### src/rtl/sr_pulse_gen.sv
`default_nettype none
// +----------------------------------------------------------------------------+
// | sr_pulse_gen                                                               |
// | Turns two bouncing pushbuttons into mutually exclusive fixed-width S/R     |
// | pulses for a NOR SR latch and tracks the latch state it should now hold.   |
// | Revision: 1.0                                                              |
// +----------------------------------------------------------------------------+
module sr_pulse_gen #(
  parameter int DEBOUNCE_CYCLES = 4,
  parameter int PULSE_CYCLES    = 2
) (
  input  logic clk,
  input  logic rst_n,
  input  logic btn_set,
  input  logic btn_reset,
  output logic S,
  output logic R,
  output logic busy,
  output logic q_expect,
  output logic dropped
);

  localparam int c_DW = (DEBOUNCE_CYCLES > 1) ? $clog2(DEBOUNCE_CYCLES) : 1;
  localparam int c_PW = (PULSE_CYCLES > 1) ? $clog2(PULSE_CYCLES) : 1;
  localparam logic [c_DW-1:0] c_D_MAX = c_DW'(DEBOUNCE_CYCLES - 1);
  localparam logic [c_PW-1:0] c_P_MAX = c_PW'(PULSE_CYCLES - 1);

  typedef enum logic [2:0] {
    ST_INIT  = 3'd0,
    ST_IDLE  = 3'd1,
    ST_SET_P = 3'd2,
    ST_RST_P = 3'd3,
    ST_GUARD = 3'd4
  } state_t;

  // Channel 0 is set, channel 1 is reset.
  logic [1:0] w_btn;
  logic [1:0] w_rise;
  assign w_btn = {btn_reset, btn_set};

  for (genvar gi = 0; gi < 2; gi++) begin : g_chan
    logic            r_sync1;
    logic            r_sync2;
    logic            r_stable;
    logic            r_stable_q;
    logic [c_DW-1:0] r_cnt;

    always_ff @(posedge clk or negedge rst_n) begin
      if (!rst_n) begin
        r_sync1    <= 1'b0;
        r_sync2    <= 1'b0;
        r_stable   <= 1'b0;
        r_stable_q <= 1'b0;
        r_cnt      <= '0;
      end else begin
        r_sync1    <= w_btn[gi];
        r_sync2    <= r_sync1;
        r_stable_q <= r_stable;
        if (r_sync2 != r_stable) begin
          if (r_cnt == c_D_MAX) begin
            r_stable <= r_sync2;
            r_cnt    <= '0;
          end else begin
            r_cnt <= r_cnt + c_DW'(1);
          end
        end else begin
          r_cnt <= '0;
        end
      end
    end

    // Only a press is a request; a release is just debounced back to idle.
    assign w_rise[gi] = r_stable & ~r_stable_q;
  end

  state_t          r_state;
  state_t          w_state_nxt;
  logic [c_PW-1:0] r_pcnt;
  logic [c_PW-1:0] w_pcnt_nxt;
  logic [1:0]      r_pend;
  logic [1:0]      w_clr;
  logic            w_drop;
  logic            r_s;
  logic            r_r;
  logic            r_busy;
  logic            r_q;
  logic            w_q_nxt;
  logic            r_dropped;

  always_comb begin
    w_state_nxt = r_state;
    w_pcnt_nxt  = r_pcnt;
    w_clr       = 2'b00;
    w_q_nxt     = r_q;
    case (r_state)
      ST_INIT, ST_SET_P, ST_RST_P: begin
        if (r_pcnt == c_P_MAX) begin
          w_state_nxt = ST_GUARD;
          w_pcnt_nxt  = '0;
          if (r_state == ST_SET_P) begin
            w_q_nxt = 1'b1;
          end else if (r_state == ST_RST_P) begin
            w_q_nxt = 1'b0;
          end
        end else begin
          w_pcnt_nxt = r_pcnt + c_PW'(1);
        end
      end
      ST_IDLE: begin
        w_pcnt_nxt = '0;
        if (r_pend[1]) begin
          w_state_nxt = ST_RST_P;
          w_clr[1]    = 1'b1;
        end else if (r_pend[0]) begin
          w_state_nxt = ST_SET_P;
          w_clr[0]    = 1'b1;
        end
      end
      ST_GUARD: begin
        w_state_nxt = ST_IDLE;
        w_pcnt_nxt  = '0;
      end
      default: begin
        w_state_nxt = ST_INIT;
        w_pcnt_nxt  = '0;
      end
    endcase
  end

  // A press arriving while its channel is still pending is lost.
  assign w_drop = |(w_rise & r_pend & ~w_clr);

  always_ff @(posedge clk or negedge rst_n) begin
    if (!rst_n) begin
      r_state   <= ST_INIT;
      r_pcnt    <= '0;
      r_pend    <= 2'b00;
      r_s       <= 1'b0;
      r_r       <= 1'b1;
      r_busy    <= 1'b1;
      r_q       <= 1'b0;
      r_dropped <= 1'b0;
    end else begin
      r_state   <= w_state_nxt;
      r_pcnt    <= w_pcnt_nxt;
      r_pend    <= (r_pend & ~w_clr) | w_rise;
      r_s       <= (w_state_nxt == ST_SET_P);
      r_r       <= (w_state_nxt == ST_RST_P) || (w_state_nxt == ST_INIT);
      r_busy    <= (w_state_nxt != ST_IDLE);
      r_q       <= w_q_nxt;
      r_dropped <= w_drop;
    end
  end

  assign S        = r_s;
  assign R        = r_r;
  assign busy     = r_busy;
  assign q_expect = r_q;
  assign dropped  = r_dropped;

endmodule
`default_nettype wire

### config.mk
export PLATFORM = sky130hd
export DESIGN_NAME = sr_pulse_gen
export DESIGN_NICKNAME = d
export VERILOG_FILES = /design/src/rtl/sr_pulse_gen.sv
export SDC_FILE = /design/constraint.sdc
export NUM_CORES = 1
export LEC_CHECK = 0
export ABC_CLOCK_PERIOD_IN_PS = 1800
export BUFFER_PORTS_ARGS = -buffer_cell sky130_fd_sc_hd__buf_2
export CORE_MARGIN = 3
export CORE_UTILIZATION = 50
export DETAILED_ROUTE_END_ITERATION = 7
export PLACE_DENSITY = 0.66
export RECOVER_POWER = 100
export SYNTH_ARGS = -nofsm -noshare
export SYNTH_HDL_FRONTEND = slang
export SYNTH_SLANG_ARGS = --single-unit
### constraint.sdc
create_clock -name clk -period 1.8 [get_ports clk]
set_clock_uncertainty 0.15 [all_clocks]
set_input_delay 0.18 -clock clk [delete_from_list [all_inputs] [get_ports clk]]
set_output_delay 0.18 -clock clk [all_outputs]
set_load 0.01 [all_outputs]
* Word level (Yosys, flattened, before mapping) *
Index checks and enable logic that the tools add are counted.
Widths: inputs -> output; s select.

word-level totals
  input port bits = 4
  word-level logic and storage cells = 66
  output and inout port bits = 5
  register bits = 23

operators by class
  equal/unequal tests = 11
  reductions and logical operators = 9
  add/subtract/negate cells = 3
  mux-type cells = 16
  bitwise logic cells = 9

operator list
  operator             number
  $eq 3x2->1 const B   4
  $mux 2               5
  $mux 3               3
  $pmux 3 s3           1
  $mux 1               7
  $and 2x2->2          3
  $logic_not 3->1      2
  $add 2x1->2 const B  2
  $eq 2x2->1 const B   2
  $reduce_and 2->1     2
  $eq 3x1->1 const B   1
  $eq 3x3->1 const B   1
  $ne 3x1->1 const B   1
  $reduce_and 3->1     1
  $reduce_or 3->1      1
  $and 1x1->1          2
  $ne 1x1->1           2
  $not 1->1            2
  $not 2->2            1
  $or 2x2->2           1
  $reduce_bool 2->1    1
  $reduce_or 2->1      1
  $add 1x1->1 const B  1
  $logic_or 1x1->1     1

* Longest topological paths before layout *
Gate-level depths: netlist of the first run.

  word-level depth = 6
  depth in mapped cells = 4
  mapped depth without buffers = 3

* Worst setup path after synthesis of the first run *
OpenSTA, ideal clock, no wires.

  kind = reg2reg
  start = reg r_state[1]
  end = reg r_pend[0]
  cell stages (with the launch flop) = 5
  data required time = 1527 ps
  path slack = 501 ps
  arrival = 1026 ps
  setup time = 123 ps
  buffers on the path = 1
  clock period less this slack = 1299 ps
  path through = dfrtp_1 > buf_6 > or3b_1 > o21ai_1 > o21ai_1

between the ends
  word-level cells in the longest chain between the ends = 5

RTL lines
  element                 RTL line  source
  from (decl)             76        state_t r_state;
  from (signal assigned)  144       r_state <= w_state_nxt;
  $eq 3x1->1              95        case (r_state)
  $mux 2                  95
  $not 2->2               146       r_pend <= (r_pend & ~w_clr) | w_rise;
  $and 2x2->2             146
  $or 2x2->2              146
  to (signal assigned)    146
  to (decl)               80        logic [1:0] r_pend;

No other way between the ends.
A chain may end at the register's enable or synchronous reset.

* Worst setup path after layout of the first run *
  start = reg r_state[2]
  end = reg r_pend[0]

The elaborated chain is that of the path after synthesis.

==> out/metrics.yaml, run 1 <==
synthesis:
  synth_top_area_share_pct: 59.0
  netlist_area_um2: 891
  synthDistinctLibCells: 26
  syn_area_per_cell_um2: 12.2
  syn_inst: 73
  post-synth-top-area-cell: "dfrtp_1"
  synth_area_leaders: "dfrtp_1 59%, dfstp_2 5.9%, o21ai_0 3.9%"
  yosys_warnings: 0
  synth_seq_cells: 23
  synth_seq_area_share_pct: 64.9
  synth.net_count: 79
sta:
  worstMarginPinSlew_ns: 0.470
  finalSetupTns_ns: 0
  final-setup-viol-count: 0
  fin_crit_sh_pct: 79.3
  fmax_ghz: 0.701
  hold_violations: 0
  post-route-min-period_ns: 1.43
  slew_headroom_pct: 68.7
  rsz0062_at_grt: "false"
  final_max_slew_viol_count: 0
cells_and_area:
  synthToLayoutAreaGrowth_pct: 10.8
  diodes: 0
  mostFrequentLayoutCell: "dfrtp_1"
  drive_gt1_share_pct: 9.41
  finalNetCount: 92
  n_fill_cell: 129
  final_cell_mix: "21 x dfrtp_1, 8 x o21ai_0, 6 x clkbuf_1"
critical_path:
  worstPathRequired_ns: 1.84
  slowest_stage: "dfrtp_1"
  rr_startpoint: "r_state[2]"
  ff2ff_path_depth: 3
  cp-startpoint: "r_state[2]"
  crit_fanout: 11
  endpoint_kind: "flop"
  path_cells: "or3b_1 > o21ai_0 > o21ai_1"
  cpPeakStageDelay_ns: 0.49
  critPathArrivalTime_ns: 1.47
  crit_type: "flop to flop"
  start_kind: "flop"
grt:
  track_usage_pct: 13.1
  grt_first_pass_wirelength_um: 2070
  grt_max_degree: 24
  grt_overflow: 0
  antenna_found_initial: 0
  grt_pass1_vias: 481
placed_design:
  dp_hpwl_um: 808
  place.gp.congestion: 0.706
  port_buffers: 8
clock_network:
  cts_tree: "yes"
  clkSinkCount: 23
  clk_path_buf_depth: 2
  clkTransAtPathRegs_ns: 0.11
  htreeDepth: 1
  ctsResizeCount: 0
  worst_skew_pair.late_latency_ns: 0.30
  numCtsBuffers: 3
  root_buffer: "clkbuf_4"
floorplanning:
  core-area_mm2: 0.00159
  io_pins: 9
  die_w_um: 48.2
  die_area_mm2: 0.00232
  rows: 14
  die_h_um: 48.2
  start_util_pct: 55.9
pwr:
  ir_drop_v: 0.000724
  p_per_area_mw_per_mm2: 1570
  total_power_uw: 1550
  power_leakage_uw: 0.000440
routing:
  drcViolationCount: 0
  ant_nets: 0
  num_vias: 526
  dr.first_iter.drc_count: 4
  routed_via_density: 4.83
  wire_per_inst_um: 11.1
  drtPass1Iterations: 3
  routed_wl_um: 1210
outcome:
  status: "finished clean"
worst_hold_path:
  hold_path_class: "primary input to asynchronous set/reset pin"
flow_run:
  drv_cap: 0
state kept, by name (all words and copies together), names as in the netlist:
| name | cells |
|---|---|
| r_pcnt | 1 |
| g_chan.r_sync2 | 2 |
| busy | 1 |
| g_chan.r_sync1 | 2 |
| dropped | 1 |
| r_pend | 2 |
| g_chan.r_stable_q | 2 |
| q_expect | 1 |
| S | 1 |
| R | 1 |
| g_chan.r_cnt | 4 |
| r_state | 3 |
| g_chan.r_stable | 2 |
synthesized netlist by cell type:
cell / count
dfrtp_1: 21
o21ai_0: 7
nand2_1: 5
nor2b_1: 4
nor3_1: 4
inv_1: 3
a21oi_1: 2
and2b_1: 2
dfstp_2: 2
ha_1: 2
nand3b_1: 2
nor2_1: 2
nor3b_1: 2
o21ai_1: 2
xnor2_1: 2
a22o_1: 1
a2bb2oi_1: 1
buf_2: 1
buf_4: 1
buf_6: 1
nand2b_1: 1
o211ai_1: 1
o21bai_1: 1
o2bb2ai_1: 1
o31ai_1: 1
or3b_1: 1
metrics by stage:
| step | setup WS (ns) | instances | util [%] | hold WS [ns] | cell area (um2) |
|---|---|---|---|---|---|
| floorplan | 0.501 | 73 | - | -0.266 | 891 |
| global placement | 0.449 | 102 | 58.8 | 0.0160 | 937 |
| CTS | 0.400 | 109 | 62.3 | 0.215 | 993 |
| global route | 0.231 | 109 | 61.9 | 0.222 | 987 |
| detailed placement | 0.431 | 102 | 58.8 | 0.0205 | 937 |
| finish | 0.372 | 109 | 61.9 | 0.206 | 987 |
kinds of logic (layout without fill, tap and decap cells):
family | count (synthesis) | in the layout | share of synthesized area [%]
flops | 23 | 23 | 64.9
simple gates | 23 | 23 | 14.7
compound gates | 17 | 17 | 11.7
buf+inv | 6 | 18 | 3.93
fa+ha+maj | 2 | 2 | 2.81
xor+xnor | 2 | 2 | 1.97
path summary, 6_finish.rpt:
kind	slack, ns	endpoint
worst min-delay path	0.21	S
worst max register to register	0.37	r_pend[0]
worst max-delay path	0.37	r_pend[0]
min in group clk	0.21	g_chan[1].r_sync2
max in group asynchronous	0.95	R
worst min register to register	0.21	g_chan[1].r_sync2
layout make-up:
class	instances	area (um2)	share of cell area, %
clock buffer	4	26.3	2.66
inverter	3	11.3	1.14
multi-input combinational	44	278	28.1
sequential	23	578	58.6
tap	24	30.0	3.04
timing repair buffer	11	63.8	6.46
metal layers:
metal / up-vias / routed length, um / GRT usage (%)
met5: - / 0 / 0
met4: 0 / 16 / 6.45
met3: 2 / 42 / 4.43
met2: 6 / 512 / 16.9
met1: 244 / 635 / 19.3
li1: 274 / - / -
where the power goes:
group / internal (uW) / leakage (uW) / switching [uW]
Sequential: 720 / 0.000280 / 159
Clock: 86.3 / 0.0000150 / 137
Combinational: 226 / 0.000145 / 225
Total: 1030 / 0.000440 / 522
worst max-delay path: cells and delay by family, from the launching register on:
| family | cells | cell delay [ns] |
|---|---|---|
| DFF | 1 | 0.49 |
| AOI/OAI and AO/OA | 2 | 0.23 |
| and+or+nand+nor | 1 | 0.44 |
repair_timing:
item / 4_1_cts / 5_1_grt
setup buffers: 0 / 0
hold buffers: 3 / 0
hold endpoints to repair: 23 / 0
No activity file was read; power rests on OpenSTA's default activity.
==> run 2, diff against run 1 <==
ABC_AREA = 1   (was not set)
ABC_CLOCK_PERIOD_IN_PS = 1200   (was 1800)
CORE_UTILIZATION = 49   (was 50)
PLACE_DENSITY = 0.68   (was 0.66)
clock period = 1.2 ns   (was 1.8 ns; I/O delays follow)
==> run 2 against run 1 <==
The flow now finishes with violations (negative setup slack); cell area rose by 8.0%; hold slack got worse by 0.047 ns; clock power rose by 57%; utilization rose by 4.9 points; combinational power rose by 110%; critical path type unchanged.
==> out/metrics.yaml, run 2 <==
cells_and_area:
  fin_util_pct: 66.9  # +4.9 points
  final_cell_mix: "20 x dfrtp_1, 16 x nand2_1, 9 x inv_1"
  largest_reg_flops: 4  # unchanged
  n_fill_cell: 123  # -4.7%
  mostFrequentLayoutCell: "dfrtp_1"
  finalNetCount: 107  # +16%
  design_area_mm2: 0.00107  # +8.0%
  synthToLayoutAreaGrowth_pct: 20.5
  top_register: "g_chan.r_cnt"
  diodes: 0  # unchanged
  drive_gt1_share_pct: 29.0  # +20 points
  reg_top3: "g_chan.r_cnt x4, r_state x3"
sta:
  hold_violations: 0  # unchanged
  worstMarginPinSlew_ns: 0.529  # +0.0590 ns
  rsz0062_at_grt: "true"
  final_max_slew_viol_count: 0  # unchanged
  fin_crit_sh_pct: 106  # +27 points
  setup_ws_ns: -0.0749  # -0.447 ns
  slew_headroom_pct: 64.7  # -3.9 points
  finalSetupTns_ns: -0.246  # -0.246 ns
  fmax_ghz: 0.784  # +12%
  post-route-min-period_ns: 1.27  # -0.153 ns
  final-setup-viol-count: 8  # +8
floorplanning:
  die_area_mm2: 0.00235  # +1.2%
  die_w_um: 48.5  # +0.58%
  io_pins: 9  # unchanged
  die_h_um: 48.5  # +0.58%
  start_util_pct: 55.5  # -0.39 points
  core-area_mm2: 0.00159  # unchanged
  rows: 14  # unchanged
grt:
  antenna_found_initial: 0  # unchanged
  track_usage_pct: 12.3  # -0.80 points
  grt_pass1_vias: 539  # +12%
  grt_first_pass_wirelength_um: 2200  # +6.3%
  grt_max_degree: 24  # unchanged
  grt_overflow: 0  # unchanged
pwr:
  cell_internal_pwr_uw: 1660  # +60%
  ir_drop_v: 0.00134  # +86%
  power_frac_clock_pct: 13.6  # -0.8 points
  power_frac_seq_pct: 49.1  # -7.5 points
  switching_share_pct: 35.7  # +2.1 points
  p_comb_share_pct: 37.3  # +8.3 points
  power_leakage_uw: 0.000541  # +23%
  switchingPower_uw: 918  # +76%
  p_per_area_mw_per_mm2: 2420  # +53%
synthesis:
  synth.net_count: 86  # +8.9%
  synth_compound_area_share_pct: 7.64  # -4.0 points
  synth_seq_cells: 23  # unchanged
  synthSimpleGateAreaFrac_pct: 16.0  # +1.2 points
  async_flop_share_pct: 100  # unchanged
  synth_seq_area_share_pct: 65.3  # +0.46 points
  synth_edf_count: 0  # unchanged
  ys_top_cells_by_count: "21 x dfrtp_1, 16 x nand2_1, 9 x inv_1"
  syn_area_per_cell_um2: 11.1  # -9.4%
  synth_top_family_by_area: "simple AND/OR/NAND/NOR gates"
  syn_inst: 80  # +9.6%
  synth-main-ff-cell: "dfrtp_1"
  muxShareOfSynthArea_pct: 1.13  # +1.1 points
  synth_xor_area_share_pct: 1.98  # +0.014 points
  netlist_area_um2: 885  # -0.70%
  yosys.area_share.adder_pct: 2.83  # +0.020 points
  post-synth-top-area-cell: "dfrtp_1"
  synthDistinctLibCells: 20  # -23%
  synth_top_area_share_pct: 59.4  # +0.42 points
  synth_area_leaders: "dfrtp_1 59%, nand2_1 6.8%, dfstp_2 5.9%"
  yosys_warnings: 0  # unchanged
  synth_most_common_cell: "dfrtp_1"
routing:
  dr.first_iter.drc_count: 2  # -2
  routed_wl_um: 1190  # -1.1%
  num_vias: 553  # +5.1%
  drtPass1Iterations: 4  # +1
  wire_per_inst_um: 9.62  # -13%
  drcViolationCount: 0  # unchanged
  ant_nets: 0  # unchanged
  routed_via_density: 4.46  # -7.6%
critical_path:
  start_kind: "flop"
  endpoint_kind: "flop"
  worstPathRequired_ns: 1.31  # -0.53 ns
  crit_type: "flop to flop"
  crit_fanout: 4  # -7
  critPathArrivalTime_ns: 1.39  # -0.08 ns
placed_design:
  place.gp.congestion: 0.705  # -0.16%
  placed_cell_area_um2: 970  # +3.5%
  dp_hpwl_um: 871  # +7.7%
  port_buffers: 8  # unchanged
outcome:
  failed_checks: "negative setup slack"
  status: "complete, but fails checks"
clock_network:
  clk_path_buf_depth: 2  # unchanged
  numCtsBuffers: 3  # unchanged
  clkTransAtPathRegs_ns: 0.13  # +0.02 ns
  worst_skew_pair.late_latency_ns: 0.31  # about the same
  root_buffer: "clkbuf_4"
  cts_tree: "yes"
  clkSinkCount: 23  # unchanged
  htreeDepth: 1  # unchanged
flow_run:
  drv_cap: 0  # unchanged
worst_hold_path:
  hold_path_class: "primary input to asynchronous set/reset pin"
==> run 2: changes by cell type after synthesis, sizes merged, moves of 4 or more <==
cell	previous run	this run
nor2b	4	0
inv	3	12
nand3	0	4
nand2	5	18
o21ai	9	5
==> run 2: what timing repair did <==
item | 4_1_cts | 5_1_grt
hold buffers | 3 | 0
gates cloned | 0 | 0
endpoints found under the setup margin | 7 | 10
hold endpoints to repair | 25 | 0
gates resized for setup | 5 | 1
buffers inserted | 2 | 1
==> run 2: logic make-up after synthesis <==
logic type      count (synthesis)
fa+ha+maj                       2
buf+inv                        12
flops                          23
mux                             1
compound gates                  9
simple gates                   31
xor+xnor                        2
==> run 2: through the flow <==
| step | setup WS [ns] | instances | power (uW) | hold WS, ns |
|---|---|---|---|---|
| floorplan | 0.0405 | 80 | 1880 | -0.326 |
| global placement | -0.0640 | 114 | 2100 | -0.0438 |
| detailed placement | -0.0734 | 114 | 2130 | -0.0445 |
| CTS | -0.0774 | 123 | 2570 | 0.139 |
| global route | -0.166 | 124 | 2830 | 0.187 |
| finish | -0.0749 | 124 | 2580 | 0.159 |
==> run 2: area by class of cell <==
type | count | area [um2] | area share, %
Timing Repair Buffer | 16 | 116 | 10.9
Sequential cell | 23 | 579 | 54.3
Clock buffer | 3 | 22.5 | 2.11
Inverter | 12 | 45.0 | 4.23
Tap cell | 24 | 30.0 | 2.82
Multi-Input combinational cell | 45 | 265 | 24.9
Clock inverter | 1 | 7.51 | 0.704
==> run 2: critical path, stage by stage, from the launching register on <==
cell and delay, ns:
dfrtp_1 0.44, inv_2 0.10, nand2_2 0.07, nor2_4 0.11, nand2_2 0.08, a21boi_4 0.15, nand2_1 0.06, nand2_1 0.07
==> run 2: worst paths after layout <==
path / slack [ns] / startpoint / end / cells past startpoint
max: -0.07 / r_state[1] / R / 7
min: 0.16 / rst_n / g_chan[0].r_stable_q / 2
max reg2reg: -0.07 / r_state[1] / R / 7
min reg2reg: 0.22 / g_chan[1].r_sync1 / g_chan[1].r_sync2 / 0
max in group asynchronous: 0.36 / rst_n / r_state[2] / 2
min in group clk: 0.22 / g_chan[1].r_sync1 / g_chan[1].r_sync2 / 0
==> run 2: power by group through the flow <==
stage | combinational, uW | clock (uW) | sequential [uW]
final | 961 | 351 | 1260
after global routing | 1120 | 403 | 1300
after CTS | 949 | 363 | 1260
after detailed placement | 870 | 0 | 1260
after global placement | 852 | 0 | 1250
after floorplan | 611 | 0 | 1260
==> run 2: metal layers <==
layer / GRT usage, % / share of wire [%] / up-vias
met5: 0 / 0 / -
met4: 2.84 / 0.67 / 0
met3: 5.83 / 4.8 / 2
met2: 18.3 / 42 / 10
met1: 16.3 / 52 / 252
li1: - / - / 289
==> run 3, diff against run 2 <==
ABC_CLOCK_PERIOD_IN_PS = not set   (was 1200)
PLACE_DENSITY = not set   (was 0.68)
PLACE_DENSITY_LB_ADDON = 0.15   (was not set)
==> run 3 against run 2 <==
The flow still finishes with violations (negative setup slack); critical path depth fell by 1; clock-buffer cell count rose by 1; cell area rose by 0.47%; combinational power rose by 3.9%; critical endpoint is now r_state[0].
==> out/metrics.yaml, run 3 (same netlist as run 2, synthesis figures left out) <==
outcome:
  status: "complete, but fails checks"
  failed_checks: "negative setup slack"
sta:
  rsz0062_at_grt: "true"
  final_max_slew_viol_count: 0  # unchanged
  fin_hold_ws_ns: 0.168  # +0.00913 ns
  fin_crit_sh_pct: 107  # +0.92 points
  slew_headroom_pct: 63.6  # -1.1 points
  worstMarginPinSlew_ns: 0.545  # +0.0163 ns
  final-setup-viol-count: 6  # -2
  hold_violations: 0  # unchanged
  post-route-min-period_ns: 1.29  # +0.0110 ns
  fmax_ghz: 0.778  # -0.86%
  setup_ws_ns: -0.0860  # -0.0110 ns
grt:
  track_usage_pct: 12.9  # +0.61 points
  met2_usage_pct: 20.4  # +2.1 points
  use_met1_pct: 15.7  # -0.58 points
  grt_overflow: 0  # unchanged
  antenna_found_initial: 0  # unchanged
  top_usage_layer: "met2"
  met3_usage_pct: 3.07  # -2.8 points
  grt_first_pass_wirelength_um: 2280  # +3.5%
  grt_pass1_vias: 541  # +0.37%
  grt_max_degree: 24  # unchanged
cells_and_area:
  diodes: 0  # unchanged
  design_area_mm2: 0.00107  # +0.47%
  instances_no_fill: 124  # unchanged
  synthToLayoutAreaGrowth_pct: 21.1
  finalNetCount: 107  # unchanged
  mostFrequentLayoutCell: "dfrtp_1"
  reg_top3: "g_chan.r_cnt x4, r_state x3"
  final_cell_mix: "20 x dfrtp_1, 16 x nand2_1, 9 x inv_1"
  largest_reg_flops: 4  # unchanged
  top_register: "g_chan.r_cnt"
  drive_gt1_share_pct: 31.0  # +2.0 points
placed_design:
  port_buffers: 8  # unchanged
  place.gp.congestion: 0.735  # +4.3%
  place_ws_ns: -0.0631  # +0.0103 ns
  dp_hpwl_um: 922  # +5.8%
  placed_cell_area_um2: 970  # unchanged
  dp.cells: 114  # unchanged
clock_network:
  worst_skew_pair.late_latency_ns: 0.30  # about the same
  clk_path_buf_depth: 2  # unchanged
  clkTransAtPathRegs_ns: 0.11  # -0.02 ns
  cts_tree: "yes"
  root_buffer: "clkbuf_4"
  numCtsBuffers: 3  # unchanged
  clkSinkCount: 23  # unchanged
  htreeDepth: 1  # unchanged
pwr:
  cell_internal_pwr_uw: 1680  # +1.1%
  p_per_area_mw_per_mm2: 2430  # +0.70%
  switchingPower_uw: 930  # +1.3%
  p_comb_share_pct: 38.3  # +1.0 points
  power_leakage_uw: 0.000555  # +2.6%
  ir_drop_v: 0.00125  # -6.8%
  power_frac_clock_pct: 13.0  # -0.6 points
  power_frac_seq_pct: 48.7  # -0.4 points
  switching_share_pct: 35.7  # +0.043 points
floorplanning:
  io_pins: 9  # unchanged
  die_w_um: 48.5  # unchanged
  die_h_um: 48.5  # unchanged
  die_area_mm2: 0.00235  # unchanged
  start_util_pct: 55.5  # unchanged
  rows: 14  # unchanged
  core-area_mm2: 0.00159  # unchanged
routing:
  drtPass1Iterations: 4  # unchanged
  num_vias: 557  # +0.72%
  ant_nets: 0  # unchanged
  wire_per_inst_um: 11.0  # +14%
  routed_wl_um: 1360  # +14%
  drcViolationCount: 0  # unchanged
  routed_via_density: 4.49  # +0.72%
  dr.first_iter.drc_count: 10  # +8
critical_path:
  crit_fanout: 4  # unchanged
  endpoint_kind: "flop"
  slowest_stage: "dfrtp_1"
  crit_type: "flop to flop"
  cpPeakStageDelay_ns: 0.43  # about the same
  worstPathRequired_ns: 1.30  # about the same
  start_kind: "flop"
  path_cells: "inv_2 > nand2_4 > nor2_4 > nand2_2 > a21boi_4 > buf_4"
  critPathArrivalTime_ns: 1.39  # about the same
flow_run:
  drv_cap: 0  # unchanged
worst_hold_path:
  hold_path_class: "primary input to asynchronous set/reset pin"
==> run 3: cell count changes in the layout (fill, tap and decap cells not counted) <==
cell,previous run,this run
buf_2,2,5
clkbuf_1,3,1
clkinvlp_4,1,0
nand2_2,2,1
nand2_4,0,1
==> run 3: path summary, 6_finish.rpt <==
check	start	slack [ns]	end	cells after the start
min reg2reg	g_chan[1].r_sync1	0.21	g_chan[1].r_sync2	0
max reg2reg	r_state[1]	-0.09	r_state[0]	6
min	rst_n	0.17	g_chan[0].r_stable	2
max	r_state[1]	-0.09	r_state[0]	6
max in group asynchronous	rst_n	0.35	r_state[2]	2
min in group clk	g_chan[1].r_sync1	0.21	g_chan[1].r_sync2	0
==> run 3: power by group through the flow <==
stage	sequential, uW	clock [uW]	combinational (uW)
floorplan	1260	0	611
global placement	1250	0	856
detailed placement	1260	0	873
CTS	1260	356	929
global route	1310	390	1140
finish	1270	338	998
==> run 3: through the flow <==
| step | power, uW | utilization, % | TNS, ns |
|---|---|---|---|
| after global routing | 2840 | 67.2 | -0.793 |
| after detailed placement | 2130 | 60.8 | -0.111 |
| after CTS | 2540 | 65.5 | -0.181 |
| after global placement | 2100 | 60.8 | -0.117 |
| final | 2610 | 67.2 | -0.236 |
| after floorplan | 1880 | - | 0 |
==> run 3: per-layer routing <==
metal,wire length [um],up-vias,share of wire [%]
li1,-,288,-
met1,636,256,47
met2,631,9,46
met3,51,4,3.8
met4,39,0,2.9
met5,0,-,0
==> run 3: worst max-delay path, delay by kind of cell (launching register included) <==
family / cells / cell delay [ns]
buf+inv: 2 / 0.23
flops: 1 / 0.43
compound gates: 1 / 0.17
simple gates: 3 / 0.25
==> run 3: layout make-up <==
class | count | area [um2]
Sequential cell | 23 | 579
Timing Repair Buffer | 16 | 120
Tap cell | 24 | 30.0
Multi-Input combinational cell | 45 | 270
Fill cell | 121 | 523
Clock buffer | 4 | 26.3
Inverter | 12 | 45.0
==> run 3: repair_timing <==
item	CTS	global route
setup endpoints to repair	7	10
setup buffers	0	3
endpoints found under the hold margin	25	0
gates resized for setup	5	2
hold buffers	3	0
pin swaps	0	3
